--- config.mk ---
export PLATFORM = sky130hd
export DESIGN_NAME = block_map_gen
export DESIGN_NICKNAME = d
export VERILOG_FILES = /design/src/rtl/block_map_gen_pkg.sv /design/src/rtl/block_map_gen_tile_classifier.sv /design/src/rtl/block_map_gen.sv
export SDC_FILE = /design/constraint.sdc
export NUM_CORES = 1
export LEC_CHECK = 0
export ABC_AREA = 0
export BUFFER_PORTS_ARGS = -buffer_cell sky130_fd_sc_hd__buf_2
export CAP_MARGIN = 20
export CORE_MARGIN = 2
export CORE_UTILIZATION = 35
export DETAILED_ROUTE_END_ITERATION = 10
export GPL_TIMING_DRIVEN = 0
export HOLD_SLACK_MARGIN = 0.06
export MAX_ROUTING_LAYER = met4
export PLACE_DENSITY = 0.68
export SETUP_SLACK_MARGIN = 0.02
export SYNTH_ARGS = -nofsm -noshare
export SYNTH_HDL_FRONTEND = slang
export SYNTH_SLANG_ARGS = --single-unit
--- constraint.sdc ---
create_clock -name clk -period 4.3 [get_ports clk]
set_clock_uncertainty 0.2 [all_clocks]
set_input_delay 0.43 -clock clk [delete_from_list [all_inputs] [get_ports clk]]
set_output_delay 0.43 -clock clk [all_outputs]
set_load 0.05 [all_outputs]
--- src/rtl/block_map_gen_pkg.sv ---
// Shared tile codes, default grid size and FSM state encodings for the map generator.
// Used by block_map_gen, tile_classifier, and by the tile-map RAM and renderer.
// Pure declarations; no logic, no latency.
package block_map_gen_pkg;

    typedef logic [1:0] tile_t;

    localparam tile_t TILE_EMPTY = 2'd0;
    localparam tile_t TILE_SOFT  = 2'd1;
    localparam tile_t TILE_HARD  = 2'd2;

    localparam int DEF_COLS = 15;
    localparam int DEF_ROWS = 11;

    typedef enum logic [2:0] {
        ST_IDLE  = 3'd0,
        ST_SEED  = 3'd1,
        ST_CALC  = 3'd2,
        ST_WRITE = 3'd3,
        ST_DONE  = 3'd4
    } state_t;

    // An all-zero seed would lock the LFSR, so it is replaced by 1.
    function automatic logic [15:0] safe_seed(input logic [15:0] s);
        return (s == 16'h0000) ? 16'h0001 : s;
    endfunction

endpackage

--- src/rtl/block_map_gen_tile_classifier.sv ---
// Classifies one grid cell as HARD (border/pillar), EMPTY (spawn zone) or SOFT/EMPTY by density.
// Purely combinational, zero latency.
// No flow control; result valid whenever inputs are.
module tile_classifier
    import block_map_gen_pkg::*;
#(
    parameter int COLS = DEF_COLS,
    parameter int ROWS = DEF_ROWS,
    parameter int XW   = $clog2(COLS),
    parameter int YW   = $clog2(ROWS)
) (
    input  logic [XW-1:0] x,
    input  logic [YW-1:0] y,
    input  logic [7:0]    rnd,
    input  logic [7:0]    density,
    output tile_t         code
);

    localparam logic [XW-1:0] X_LAST = XW'(COLS - 1);
    localparam logic [YW-1:0] Y_LAST = YW'(ROWS - 1);
    localparam logic [XW-1:0] X_ONE  = XW'(1);
    localparam logic [XW-1:0] X_TWO  = XW'(2);
    localparam logic [YW-1:0] Y_ONE  = YW'(1);
    localparam logic [YW-1:0] Y_TWO  = YW'(2);

    logic border;
    logic pillar;
    logic spawn;

    assign border = (x == '0) || (x == X_LAST) || (y == '0) || (y == Y_LAST);
    assign pillar = !x[0] && !y[0];
    assign spawn  = ((x == X_ONE) && (y == Y_ONE)) ||
                    ((x == X_TWO) && (y == Y_ONE)) ||
                    ((x == X_ONE) && (y == Y_TWO));

    // Priority: hard structure first, then the guaranteed-empty spawn corner, then density.
    always_comb begin
        code = TILE_EMPTY;
        if (border || pillar) begin
            code = TILE_HARD;
        end else if (spawn) begin
            code = TILE_EMPTY;
        end else if ((density == 8'hFF) || (rnd < density)) begin
            code = TILE_SOFT;
        end
    end

endmodule

--- src/rtl/block_map_gen.sv ---
// Level-start map generator: seeds the LFSR, then writes one tile code per cell in row-major order.
// Latency: done pulses 2 + 2*COLS*ROWS cycles after start when wr_ready is held high.
// Backpressure: wr_ready low holds wr_en/wr_addr/wr_data stable in WRITE; the LFSR keeps running.
module block_map_gen
    import block_map_gen_pkg::*;
#(
    parameter int COLS   = DEF_COLS,
    parameter int ROWS   = DEF_ROWS,
    parameter int ADDR_W = 8
) (
    input  logic              clk,
    input  logic              rst,
    input  logic              start,
    input  logic [15:0]       seed,
    input  logic [7:0]        density,
    input  logic [15:0]       lfsr_out,
    output logic              lfsr_w_en,
    output logic [15:0]       lfsr_w_in,
    output logic              wr_en,
    input  logic              wr_ready,
    output logic [ADDR_W-1:0] wr_addr,
    output tile_t             wr_data,
    output logic              busy,
    output logic              done,
    output logic [7:0]        soft_count
);

    localparam int XW = $clog2(COLS);
    localparam int YW = $clog2(ROWS);
    localparam logic [XW-1:0] X_LAST = XW'(COLS - 1);
    localparam logic [YW-1:0] Y_LAST = YW'(ROWS - 1);

    state_t            state;
    state_t            state_nxt;
    logic [XW-1:0]     x;
    logic [YW-1:0]     y;
    logic [7:0]        den_q;
    tile_t             cls_code;
    logic [ADDR_W-1:0] cell_addr;
    logic              handshake;
    logic              last_x;
    logic              last_cell;

    // Only the low byte of the LFSR drives classification.
    logic unused_rnd_hi;
    assign unused_rnd_hi = ^lfsr_out[15:8];

    assign last_x    = (x == X_LAST);
    assign last_cell = last_x && (y == Y_LAST);
    assign handshake = (state == ST_WRITE) && wr_ready;
    assign cell_addr = ADDR_W'(y) * ADDR_W'(COLS) + ADDR_W'(x);

    tile_classifier #(
        .COLS (COLS),
        .ROWS (ROWS),
        .XW   (XW),
        .YW   (YW)
    ) u_classifier (
        .x       (x),
        .y       (y),
        .rnd     (lfsr_out[7:0]),
        .density (den_q),
        .code    (cls_code)
    );

    // Outputs are decoded straight from the state so they are all zero in IDLE/reset.
    assign lfsr_w_en = (state == ST_SEED);
    assign lfsr_w_in = lfsr_w_en ? safe_seed(seed) : 16'h0000;
    assign wr_en     = (state == ST_WRITE);
    assign busy      = (state != ST_IDLE);
    assign done      = (state == ST_DONE);

    // State register.
    always_ff @(posedge clk or posedge rst) begin
        if (rst) begin
            state <= ST_IDLE;
        end else begin
            state <= state_nxt;
        end
    end

    // Next-state logic; start is only honoured from IDLE.
    always_comb begin
        state_nxt = state;
        case (state)
            ST_IDLE:  if (start) state_nxt = ST_SEED;
            ST_SEED:  state_nxt = ST_CALC;
            ST_CALC:  state_nxt = ST_WRITE;
            ST_WRITE: if (wr_ready) state_nxt = last_cell ? ST_DONE : ST_CALC;
            ST_DONE:  state_nxt = ST_IDLE;
            default:  state_nxt = ST_IDLE;
        endcase
    end

    // Cell cursor, density latch, write register and soft-tile counter.
    always_ff @(posedge clk or posedge rst) begin
        if (rst) begin
            x          <= '0;
            y          <= '0;
            den_q      <= '0;
            soft_count <= '0;
            wr_addr    <= '0;
            wr_data    <= TILE_EMPTY;
        end else begin
            case (state)
                ST_IDLE: begin
                    if (start) begin
                        den_q      <= density;
                        soft_count <= '0;
                        x          <= '0;
                        y          <= '0;
                    end
                end
                ST_CALC: begin
                    wr_data <= cls_code;
                    wr_addr <= cell_addr;
                end
                ST_WRITE: begin
                    if (handshake) begin
                        if (wr_data == TILE_SOFT) begin
                            soft_count <= soft_count + 8'd1;
                        end
                        if (last_x) begin
                            x <= '0;
                            y <= y + YW'(1);
                        end else begin
                            x <= x + XW'(1);
                        end
                    end
                end
                default: begin
                end
            endcase
        end
    end

endmodule

==> results of run 1 <==
## cell type report
| cell class | instances | area, um2 | share of cell area |
|---|---|---|---|
| multi-input combinational | 206 | 1530 | 0.477 |
| sequential | 37 | 926 | 0.289 |
| timing repair buffer | 73 | 365 | 0.114 |
| tap | 99 | 124 | 0.0386 |
| inverter | 29 | 109 | 0.0339 |
| clock buffer | 6 | 82.6 | 0.0257 |
| clock inverter | 2 | 37.5 | 0.0117 |
| buffer | 7 | 35.0 | 0.0109 |
## kinds of logic (layout without fill, tap and decap cells)
logic type | Yosys count | count (layout) | share of synthesized area
buffers and inverters | 36 | 117 | 0.0554
AOI/OAI and AO/OA | 53 | 53 | 0.129
adders and majority gates | 38 | 38 | 0.203
xor gates and xnor gates | 13 | 13 | 0.0438
DFF | 37 | 37 | 0.356
muxes | 2 | 2 | 0.0101
and+or+nand+nor | 100 | 100 | 0.202
## how the worst max path moves through the flow
stage / start / end / slack [ps] / depth (start not counted)
detailed placement: y[0] / wr_addr[7] / 650 / 11
finish: y[0] / wr_addr[7] / 620 / 11
floorplan: y[0] / wr_addr[7] / 870 / 11
CTS: y[0] / wr_addr[7] / 610 / 11
global placement: y[0] / wr_addr[7] / 670 / 11
global route: y[0] / wr_addr[7] / 470 / 11
## worst reg2reg max path, cell delays in order (launching register included)
cell and delay [ps]:
dfrtp_1 500, fa_1 630, inv_1 70, fa_1 460
fa_1 500, inv_1 40, ha_1 340, nor2b_1 170
o31a_1 260, o22ai_1 160, xnor2_1 140, o21ai_0 90
## cell usage in the layout, fill, tap and decap left out, drive strengths merged, types with 2 or more instances in the layout
cell / n
a211oi: 3
a21o: 4
a21oi: 7
a22o: 3
a31oi: 2
and2: 18
and3: 3
buf: 78
clkbuf: 8
dfrtp: 37
fa: 7
ha: 31
inv: 29
mux2: 2
nand2: 30
nand3: 3
nand4: 8
nand4b: 2
nor2: 20
nor2b: 3
nor3: 2
nor4: 4
o21a: 2
o21ai: 21
o31ai: 2
or2: 2
xnor2: 4
xor2: 9
## power by group through the flow
stage	Sequential, mW	Combinational, mW	Clock [mW]
2_1_floorplan	0.682	0.436	0
3_3_place_gp	0.517	0.774	0
3_5_place_dp	0.521	0.797	0
4_1_cts	0.515	0.802	0.325
5_1_grt	0.529	0.874	0.338
6_report	0.513	0.789	0.316
## state kept, by name, summed over array words and instances (netlist names)
signal	count
state	3
y	4
wr_addr	8
soft_count	8
den_q	8
wr_data	2
x	4
## routing by layer
layer | GRT usage | wire, um | vias up
li1 | - | - | 1111
met1 | 0.182 | 2600 | 1000
met2 | 0.240 | 2690 | 33
met3 | 0.0243 | 175 | 8
met4 | 0.0423 | 78 | 0
met5 | - | 0 | -
## metrics by stage
stage	setup WS, ps	hold slack (ps)	std cells	power (mW)	util
2_1_floorplan	868	288	279	1.12	-
3_3_place_gp	674	258	451	1.29	0.428
3_5_place_dp	650	269	451	1.32	0.428
4_1_cts	606	96.4	459	1.64	0.445
5_1_grt	473	138	459	1.74	0.445
6_report	622	63.8	459	1.62	0.445
==> metrics.txt, run 1 <==
Leak roughly 1.7 nW; WP data arrival 3640 ps; crit path time final 3680 ps; htree depth 2; CTS Hold Bufs 0; DIE HEIGHT ~90 um; Peak VDD IR 0.000217 V; FMAX 0.272 GHz; CTS Buf Count 5; Fill cells roughly 700; total of max-cap violations 0; worst hold path type in -> async; Cells after Synth about 280; sequential share of power 0.317; clk_lat worst skew roughly 300 ps; period utilization 0.855; top_reg_cell synth dfrtp_1; Post-synth top cells dfrtp_1 (37), ha_1 (31), nand2_1 (30), inv_1 (29), o21ai_0 (21); routed vias/inst 4.69; Clk pin slew, worst setup/hold paths 80 ps; Setup crit end kind register; Initial DRC Count 94; core area a little over 0.007 mm2; CTS resizes 0; WP data required 4270 ps; slowest stage delay, CP approximately 630 ps; CP delay by family, top adder cells; # DRC 0; RSZ-0062 raised after global routing no; clock power share 0.195; root buf cell clkbuf_8; Placement Rows 31; crit path kind reg -> reg; register area share after synthesis 0.356; internal power 0.913 mW; most numerous cell on the critical path fa_1; RR Startpoint y[0]; Layout area overhead 23.4%; reg2reg end wr_addr[7]; vias 2,152; crit-path cells fa_1 > inv_1 > fa_1 > fa_1 > inv_1 > ha_1 > nor2b_1 > o31a_1 > o22ai_1 > xnor2_1 > o21ai_0; vias in the first global route roughly 2,100; Post-synth ARST share 1.00; largest net degree at the start of global routing 38; count of different cell masters after synthesis between 40 and 50; dpl hpwl 4500 um; Synthesized Nets 361; synth top area cells dfrtp_1 (36%), ha_1 (15%), fa_1 (5.4%), and2_1 (4.3%), nand2_1 (4.3%); final hold vios 0; Yosys top cell by area dfrtp_1; Initial Util 0.360; post-synth top area share 0.356; clock sink count 37; DRT Wirelength 5550 um; WL/cell ~12 um; Die ar. 0.00813 mm2; placed cell areas 0.00309 mm2; Design Area, Final roughly 0.0032 mm2; Comb power frac 0.488; antenna violations before repair 0; 1st-pass router iterations 4; worst path bufs/invs 2; cell area after synthesis 0.00260 mm2; synth warn 0; Crit-path slowest cell fa_1; gr usage total 0.144; Post-synth EDFFs 0; setup bufs post-CTS 0; worst-margin pin slew 766 ps; gr ovfl total 0; layout cells sized above 1 0.261; Slew Viols, Final 0; Worst R2R Path Depth 11; relative slew slack 0.489; Post-Syn Area per Cell just over 9 um2; Finish-stage setup viols 0; CTS Buffer Depth 2; gpl congestion 0.801; most instantiated library cell after synthesis dfrtp_1; startpoint types register; global-route wire length before repair 9540 um; buffers added on ports 73; run status complete, no violations; Final TNS setup 0 ps; switching pwr between 0.7 and 0.8 mW; diodes inserted 0; Final nets 441; switching part of the total 0.435; Die Span X 90.2 um; #FFs+latches synth 37; Routed Antenna Nets 0; PwrDens 504 mW/mm2; CTS tree built; CP max FO 7; Ports a little over 80; FF-to-FF setup slack 620 ps
Note: power is estimated with default switching activity, not from simulation.
==> inputs of run 2 (changes only) <==
--- a/config.mk
+++ b/config.mk
@@ -14,7 +14,7 @@
 export GPL_TIMING_DRIVEN = 0
 export HOLD_SLACK_MARGIN = 0.06
 export MAX_ROUTING_LAYER = met4
-export PLACE_DENSITY = 0.68
+export PLACE_DENSITY = 0.71
 export SETUP_SLACK_MARGIN = 0.02
 export SYNTH_ARGS = -nofsm -noshare
 export SYNTH_HDL_FRONTEND = slang
==> constraint.sdc (replaced) <==
create_clock -name clk -period 3.3 [get_ports clk]
set_clock_uncertainty 0.2 [all_clocks]
set_input_delay 0.33 -clock clk [delete_from_list [all_inputs] [get_ports clk]]
set_output_delay 0.33 -clock clk [all_outputs]
set_load 0.05 [all_outputs]
==> run 2 against run 1 <==
Against the previous run: the flow now finishes with violations (setup timing); critical path depth unchanged; utilization is 2.7 points higher; non-clock buffer count up 16; register-to-register slack got worse by 700 ps; critical path type unchanged; highest routed layer unchanged.
==> metrics.txt, run 2 (synthesis gave the netlist of run 1 again) <==
WP data required 3280 ps (-990 ps); global-route wire length before repair 10,300 um (+8.1%); CTS Buffer Depth 2 (unchanged); Hold WS 69.5 ps (+5.72 ps); root buf cell clkbuf_8; biggest regs den_q (8), soft_count (8), wr_addr (8); Initial DRC Count 95 (+1.1%); FMAX 0.296 GHz (+8.9%); antenna violations before repair 0 (unchanged); period utilization 1.02 (+0.168); Peak VDD IR 0.000326 V (+50%); gr usage total 0.158 (+0.0139); Layout area overhead 31.0%; vias 2,263 (+5.2%); crit path time final 3380 ps (-301 ps); gr ovfl total 0 (unchanged); Finish-stage setup viols 3 (+3); startpoint types register; CP max FO 2 (-5); multi-input logic area 0.00159 mm2 (+3.7%); run status complete, but fails checks; Placement Rows 31 (unchanged); Clk pin slew, worst setup/hold paths 90 ps (about the same); RSZ-0062 raised after global routing yes; # DRC 0 (unchanged); dpl hpwl 4630 um (+2.9%); Final nets 457 (+3.6%); Fill cells 678 (-3.4%); CTS tree built; Ports 82 (unchanged); layout cells sized above 1 0.298 (+0.0368); Routed Antenna Nets 0 (unchanged); 1st-pass router iterations 4 (unchanged); total of max-cap violations 0 (unchanged); Initial Util 0.360 (unchanged); commonest non-fill, non-tap cell in the layout buf_2; Die ar. 0.00813 mm2 (unchanged); routed vias/inst 4.76 (+1.6%); WL/cell 13.1 um (+8.1%); DRT Wirelength 6200 um (+12%); htree depth 2 (unchanged); CTS Buf Count 5 (unchanged); pre-CTS setup slack -225 ps (-875 ps); worst-margin pin slew 793 ps (+27.1 ps); DIE HEIGHT 90.2 um (unchanged); relative slew slack 0.471 (-0.0181); Setup crit end kind register; WP data arrival 3360 ps (-280 ps); clk_lat worst skew 300 ps (about the same); clock sink count 37 (unchanged); PwrDens 693 mW/mm2 (+37%); Reg area 930 um2 (+0.41%); gpl congestion 0.814 (+1.6%); failing checks setup timing; diodes inserted 0 (unchanged); vias in the first global route 2,245 (+4.7%); most frequent cells in the layout buf_2 (77), dfrtp_1 (34), nand2_1 (30); final hold vios 0 (unchanged); core area 0.00721 mm2 (unchanged); Leak 1.79 nW (+4.8%); Final WS setup -77.6 ps (-699 ps); placed instance count 451 (unchanged); Die Span X 90.2 um (unchanged); worst hold path type in -> reg; largest net degree at the start of global routing 38 (unchanged); crit path kind reg -> reg; buffers added on ports 73 (unchanged); Slew Viols, Final 0 (unchanged); Cell Count, Final, Fillers Out 475 (+3.5%)
==> run 2: cell count changes in the layout (fill, tap and decap cells not counted), sizes merged <==
cell         delta
buf             +8
clkbuf          -1
clkinv          +1
dlygate4sd3     +8
==> run 2: timing repair <==
item / 4_1_cts / 5_1_grt
gates resized for setup: 7 / 4
setup buffers: 5 / 3
endpoints found under the hold margin: 44 / 0
pin swaps: 5 / 4
endpoints found under the setup margin: 3 / 3
hold buffers: 8 / 0
==> run 2: metal layers <==
layer / vias to the layer above / wire (um) / track usage
met3: 5 / 180 / 0.0268
met5: - / 0 / -
met2: 40 / 3230 / 0.278
met4: 0 / 55 / 0.0500
met1: 1077 / 2740 / 0.185
li1: 1141 / - / -
==> run 2: final cells by class <==
type	instances	share of cell area
tap	99	0.0364
sequential	37	0.273
buffer	7	0.0103
clock buffer	5	0.0202
multi-input combinational	206	0.466
timing repair buffer	89	0.149
inverter	29	0.0320
clock inverter	3	0.0136
==> run 2: critical path, stage by stage, from the launching register on <==
cell	delay (ps)
dfrtp_2	430
fa_1	590
inv_1	70
fa_1	440
fa_1	510
inv_2	50
ha_4	230
nor2b_4	120
o31a_1	260
o22ai_2	130
xnor2_1	130
o21ai_1	80
==> run 2: path summary, 6_finish.rpt <==
check / from / to / slack [ps] / cells past startpoint
min in group asynchronous: rst / den_q[7] / 520 / 3
worst min-delay path: density[4] / den_q[4] / 70 / 3
worst max register to register: y[0] / wr_addr[7] / -80 / 11
worst max-delay path: y[0] / wr_addr[7] / -80 / 11
worst min register to register: wr_addr[1] / wr_addr[1] / 280 / 2
max in group asynchronous: rst / y[2] / 1830 / 3
==> run 2: power breakdown <==
group	internal, mW	total [mW]	switching (mW)	leakage, nW
clock network	0.226	0.410	0.184	0.0543
registers	0.558	0.655	0.0975	0.450
logic	0.547	1.29	0.745	1.28
==> run 2: stage by stage <==
stage	util	cell area (um2)	power, mW	TNS, ps
after CTS	0.466	3360	2.28	-121
after detailed placement	0.430	3100	1.77	-437
final	0.472	3400	2.36	-172
after floorplan	-	2610	1.50	0
after global routing	0.472	3400	2.52	-516
after global placement	0.430	3100	1.73	-302
